===== config.mk =====
export PLATFORM = sky130hd
export DESIGN_NAME = tdc_uart_framer
export DESIGN_NICKNAME = d
export VERILOG_FILES = /design/src/rtl/tdc_uart_pkg.sv /design/src/rtl/tdc_meas_hold.sv /design/src/rtl/tdc_uart_framer.sv
export SDC_FILE = /design/constraint.sdc
export NUM_CORES = 1
export LEC_CHECK = 0
export CAP_MARGIN = 10
export CORE_MARGIN = 3
export CORE_UTILIZATION = 48
export CTS_CLUSTER_DIAMETER = 50
export DETAILED_ROUTE_END_ITERATION = 7
export PLACE_DENSITY = 0.83
export SLEW_MARGIN = 20
export SYNTH_ARGS = -nofsm -noshare
export SYNTH_HDL_FRONTEND = slang
export SYNTH_SLANG_ARGS = --single-unit

===== constraint.sdc =====
create_clock -name clk -period 2 [get_ports clk]
set_clock_uncertainty 0.15 [all_clocks]
set_input_delay 0.2 -clock clk [delete_from_list [all_inputs] [get_ports clk]]
set_output_delay 0.2 -clock clk [all_outputs]
set_load 0.01 [all_outputs]

===== src/rtl/tdc_uart_pkg.sv =====
// Shared types and helpers for the TDC-to-UART framer.
package tdc_uart_pkg;

  typedef enum logic [1:0] {IDLE, SYNC, DATA, CSUM} framer_state_e;

  localparam int UART_BYTE_W = 8;

  // XOR of the low nbytes bytes of data (up to 8 bytes).
  function automatic logic [UART_BYTE_W-1:0] xor_bytes(input logic [63:0] data,
                                                       input int nbytes);
    logic [UART_BYTE_W-1:0] acc;
    acc = '0;
    for (int i = 0; i < 8; i++) begin
      if (i < nbytes) acc = acc ^ data[i*UART_BYTE_W +: UART_BYTE_W];
    end
    return acc;
  endfunction

endpackage


===== src/rtl/tdc_meas_hold.sv =====
// One-entry holding register for measurements waiting for the framer.
module tdc_meas_hold #(
  parameter int DATA_W = 32
) (
  input  logic              clk,
  input  logic              rst,
  input  logic              meas_valid,
  output logic              meas_ready,
  input  logic [DATA_W-1:0] meas_data,
  input  logic              take,
  output logic              hold_full,
  output logic [DATA_W-1:0] hold_data
);

  logic              full_q, full_d;
  logic [DATA_W-1:0] data_q, data_d;

  // take is only asserted while full, so load and take never coincide.
  always_comb begin
    full_d = full_q;
    data_d = data_q;
    if (meas_valid && !full_q) begin
      full_d = 1'b1;
      data_d = meas_data;
    end else if (take) begin
      full_d = 1'b0;
    end
  end

  always_ff @(posedge clk or negedge rst) begin
    if (!rst) begin
      full_q <= 1'b0;
      data_q <= '0;
    end else begin
      full_q <= full_d;
      data_q <= data_d;
    end
  end

  assign meas_ready = !full_q;
  assign hold_full  = full_q;
  assign hold_data  = data_q;

endmodule


===== src/rtl/tdc_uart_framer.sv =====
// Frames TDC measurements onto a byte stream: SYNC, data bytes MSB first, optional XOR
// checksum when TDC_FRAMER_CHECKSUM_EN is defined.
module tdc_uart_framer
  import tdc_uart_pkg::*;
#(
  parameter int          DATA_W    = 32,
  parameter logic [7:0]  SYNC_BYTE = 8'hAF,
  parameter int          CNT_W     = 16
) (
  input  logic              clk,
  input  logic              rst,
  input  logic              meas_valid,
  output logic              meas_ready,
  input  logic [DATA_W-1:0] meas_data,
  output logic              axi_valid,
  input  logic              axi_ready,
  output logic [7:0]        axi_data,
  output logic              busy,
  output logic [CNT_W-1:0]  frames_sent
);

  localparam int NBYTES = DATA_W / UART_BYTE_W;
  localparam int IDX_W  = (NBYTES > 1) ? $clog2(NBYTES) : 1;
  localparam logic [IDX_W-1:0] LAST_IDX = IDX_W'(NBYTES - 1);

  framer_state_e           state_q, state_d;
  logic [DATA_W-1:0]       shift_q, shift_d;
  logic [IDX_W-1:0]        idx_q, idx_d;
  logic [CNT_W-1:0]        frames_sent_q, frames_sent_d;
  logic                    hold_full, take, out_hs, frame_end;
  logic [DATA_W-1:0]       hold_data;
  logic [UART_BYTE_W-1:0]  data_byte;

  tdc_meas_hold #(.DATA_W(DATA_W)) u_hold (
    .clk        (clk),
    .rst        (rst),
    .meas_valid (meas_valid),
    .meas_ready (meas_ready),
    .meas_data  (meas_data),
    .take       (take),
    .hold_full  (hold_full),
    .hold_data  (hold_data)
  );

  assign axi_valid   = (state_q != IDLE);
  assign busy        = axi_valid;
  assign out_hs      = axi_valid && axi_ready;
  assign frames_sent = frames_sent_q;

  always_comb begin
    state_d       = state_q;
    shift_d       = shift_q;
    idx_d         = idx_q;
    frames_sent_d = frames_sent_q;
    frame_end     = 1'b0;
    case (state_q)
      SYNC: if (out_hs) begin
        state_d = DATA;
        idx_d   = '0;
      end
      DATA: if (out_hs) begin
        if (idx_q == LAST_IDX) begin
`ifdef TDC_FRAMER_CHECKSUM_EN
          state_d = CSUM;
`else
          frame_end = 1'b1;
`endif
        end else begin
          idx_d = idx_q + IDX_W'(1);
        end
      end
`ifdef TDC_FRAMER_CHECKSUM_EN
      CSUM: if (out_hs) frame_end = 1'b1;
`endif
      default: state_d = IDLE;
    endcase
    if (frame_end) begin
      frames_sent_d = frames_sent_q + CNT_W'(1);
      state_d       = IDLE;
      idx_d         = '0;
    end
    // A held measurement starts its frame from IDLE or straight off a frame end.
    take = hold_full && ((state_q == IDLE) || frame_end);
    if (take) begin
      state_d = SYNC;
      shift_d = hold_data;
      idx_d   = '0;
    end
  end

  always_ff @(posedge clk or negedge rst) begin
    if (!rst) begin
      state_q       <= IDLE;
      shift_q       <= '0;
      idx_q         <= '0;
      frames_sent_q <= '0;
    end else begin
      state_q       <= state_d;
      shift_q       <= shift_d;
      idx_q         <= idx_d;
      frames_sent_q <= frames_sent_d;
    end
  end

  always_comb begin
    data_byte = '0;
    for (int i = 0; i < NBYTES; i++) begin
      if (idx_q == IDX_W'(i)) data_byte = shift_q[DATA_W-1-i*UART_BYTE_W -: UART_BYTE_W];
    end
  end

  always_comb begin
    case (state_q)
      SYNC:    axi_data = SYNC_BYTE;
      DATA:    axi_data = data_byte;
`ifdef TDC_FRAMER_CHECKSUM_EN
      CSUM:    axi_data = xor_bytes(64'(shift_q), NBYTES);
`endif
      default: axi_data = '0;
    endcase
  end

endmodule


==> results by group <==
Outcome
  • Run status: finished, violations left
  • Failing checks: setup timing

Clock network
  • CTS Buffer Depth: 2
  • Clk Latency, worst-skew pair: 0.36 ns
  • Worst-path clk slew: 0.08 ns
  • Cts bufs inserted: 9
  • H-tree depth: 3
  • CTS Sinks: 85
  • CTS tree: yes
  • CTS root buf: clkbuf_8

Floorplanning
  • Die Y: 95.1 um
  • Die X: 95.1 um
  • Die area: 0.00904 mm^2
  • Core box area: 0.00749 mm^2
  • Number of top-level pins: 63
  • Core Rows: 31
  • Initial Util: 50.9%

Final layout
  • Fin nets: 451
  • # fillers: 441
  • Proportion of layout cells with a drive suffix above 1: 43.1%
  • Syn-to-layout area delta: 41.5%
  • N_diodes: 0

Synth
  • Seq cells post-synth: 85
  • Mean Syn Cell Area: 12.4 um^2
  • Post-Synthesis Cells: 308
  • Yosys cell types: 34
  • Ys async rst share: 100%
  • Post-Syn Area: 0.00381 mm^2
  • Number of synthesized flops with an enable pin: 0
  • Part of the Yosys area used for sequential elements: 55.8%
  • Primary FF master, synth: dfrtp_1
  • Post-Syn Nets: 353
  • Yosys Warn Count: 0

STA
  • Worst Setup Slack, final: -0.276 ns
  • Slew Viols, Final: 0
  • Hold WS: 0.133 ns
  • Crit path time final: 2.28 ns
  • Period utilization: 114%
  • Relative max-transition margin: 77.0%
  • Final hold vios: 0
  • Worst-Margin Slew: 0.346 ns
  • Final setup fails: 41
  • RSZ-0062 raised after global routing: true
  • Achievable Freq: 439 MHz
  • TNS Setup: -7.16 ns

Worst hold path
  • Worst hold path class: primary input to asynchronous set/reset pin

Setup path
  • Required time worst endpoint: 1.65 ns
  • CP arrival: 1.93 ns
  • Critical Path End Type: primary output
  • Worst R2R End: shift_q[6]
  • Crit Path Class: register to primary output
  • Slowest CP cell: dfrtp_2
  • Max stage delay on crit path: 0.45 ns
  • Setup crit start kind: register
  • RR Startpoint: idx_q[1]
  • Worst r2r path cells: 7
  • Crit path cell chain: buf_6, ha_4, buf_6, a21oi_2, o21ai_1, a22oi_1, nor2_1, buf_2
  • R2r setup slk: -0.19 ns
  • Max FO, Critical Path: 6
  • Cell mode on critical path: buf_6

Power and ir drop
  • Power Internal: 5.16 mW
  • Seq pwr share: 38.3%
  • Switching Power: 2.55 mW
  • Leakage power: 2.37 nW
  • Clock share of power: 19.1%
  • Maximum VDD drop: 0.745 mV
  • Sw Ratio: 33.1%
  • PwrDens: 1430 mW/mm^2
  • Part of the power in combinational logic: 42.6%

Route
  • Via/cell ratio: 5.64
  • DRC: 0
  • DR pass1 iterations: 5
  • DRT Wirelength: 10.1 mm
  • Drt wl/cell: 19.9 um
  • Remaining antenna violation count: 0
  • 1st-iter DRT viols: 167
  • Total number of vias: 2,878

Place
  • RD Place Congestion: 0.849
  • Detail Placement HPWL: 5.53 mm
  • Port buffer count: 62

Global routing
  • First-pass GRT wire length: 14.8 mm
  • Largest net degree at the start of global routing: 40
  • Antenna violations before repair: 0
  • Global-route usage over all layers: 22.0%
  • Congestion Overflow GR: 0
  • Vias in the first global route: 2,918

Job
  • Max-cap viol count: 0
## worst max path at each step
stage | cells past startpoint | startpoint | end | slack, ns
final | 8 | idx_q[0] | axi_data[4] | -0.28
after floorplan | 7 | state_q[0] | frames_sent[14] | 0.02
after detailed placement | 7 | idx_q[0] | axi_data[3] | -0.41
after CTS | 8 | idx_q[0] | axi_data[7] | -0.22
after global routing | 8 | idx_q[1] | axi_data[7] | -0.33
after global placement | 7 | idx_q[0] | axi_data[6] | -0.31
## kinds of logic (layout without fill, tap and decap cells)
group	Yosys count	in the layout	share of synthesized area [%]
buffers and inverters	31	134	3.58
XOR/XNOR	15	15	3.45
AO/OA/AOI/OAI	44	44	6.80
flip-flops	85	85	55.8
multiplexers	65	65	19.2
adder cells (fa/ha/maj)	9	9	2.96
AND/OR/NAND/NOR	59	59	8.15
## stage by stage
step / utilization (%) / setup WS, ns / total power [mW] / instance area, um^2 / std cells
floorplan: - / 0.0197 / 4.47 / 3810 / 308
global placement: 62.1 / -0.312 / 5.27 / 4650 / 473
detailed placement: 62.1 / -0.410 / 5.38 / 4650 / 473
CTS: 69.4 / -0.219 / 7.32 / 5190 / 505
global route: 72.0 / -0.331 / 8.04 / 5390 / 510
finish: 72.0 / -0.276 / 7.71 / 5390 / 510
## Yosys cell counts (2+ instances only)
master / count / area (um^2)
nor3_1: 2 / 10.0
clkbuf_1: 7 / 26.3
nor4_1: 2 / 12.5
nand3_1: 3 / 15.0
ha_1: 9 / 113
dfrtp_1: 85 / 2130
inv_1: 15 / 56.3
a21boi_0: 6 / 45.0
and3_1: 4 / 25.0
o21ai_0: 12 / 60.1
nand2b_1: 2 / 12.5
mux2_1: 2 / 22.5
a21oi_1: 15 / 75.1
nor2_1: 2 / 7.51
nor2_2: 2 / 12.5
buf_2: 7 / 35.0
xor2_1: 4 / 35.0
xnor2_1: 11 / 96.3
nand4_1: 7 / 43.8
a31oi_1: 6 / 37.5
mux2_2: 63 / 709
nand2_1: 30 / 113
## flip-flops by register name, summed over array words and instances, names as in the netlist
register / count
frames_sent: 16
idx_q: 2
shift_q: 32
state_q: 2
u_hold.hold_data: 32
u_hold.hold_full: 1
## critical path, delay by kind of cell (launching register included)
family	cells	cell delay, ns
AO/OA/AOI/OAI	3	0.42
adder cells (fa/ha/maj)	1	0.18
buffers and inverters	3	0.41
flip-flops	1	0.45
AND/OR/NAND/NOR	1	0.10
## area by class of cell
cell class	instances	area (um^2)	share of cell area, %
Clock buffer	10	138	2.55
Clock inverter	6	109	2.02
Inverter	15	61.3	1.14
Multi-Input combinational cell	192	1790	33.2
Sequential cell	85	2130	39.5
Tap cell	99	124	2.30
Timing Repair Buffer	103	1040	19.3
## power groups by stage
stage	clock network [mW]	logic, mW	registers (mW)
after CTS	1.49	2.94	2.88
after detailed placement	0	2.50	2.88
after global placement	0	2.41	2.86
final	1.47	3.28	2.95
after global routing	1.56	3.47	3.01
after floorplan	0	1.76	2.71
## layer usage
| metal | track usage, % | share of wire (%) |
|---|---|---|
| met1 | 25.9 | 39 |
| met3 | 6.16 | 5.5 |
| met4 | 9.01 | 3.7 |
| met5 | 0 | 0 |
| met2 | 37.7 | 51 |
## cell usage in the layout, fill, tap and decap left out, drive strengths merged, types with 9 or more instances in the layout
cell type / count
a21oi: 15
buf: 49
clkbuf: 10
clkdlybuf4s50: 51
dfrtp: 85
ha: 9
inv: 16
mux2: 65
nand2: 30
o21ai: 13
xnor2: 11
## repair_timing
action / in CTS / in global routing
setup endpoints to repair: 46 / 52
gates cloned: 2 / 0
resized for setup: 96 / 36
endpoints found under the hold margin: 85 / 0
setup buffers: 13 / 5
pin swaps: 12 / 17
hold buffers: 1 / 0
No activity file was read; power rests on OpenSTA's default activity.
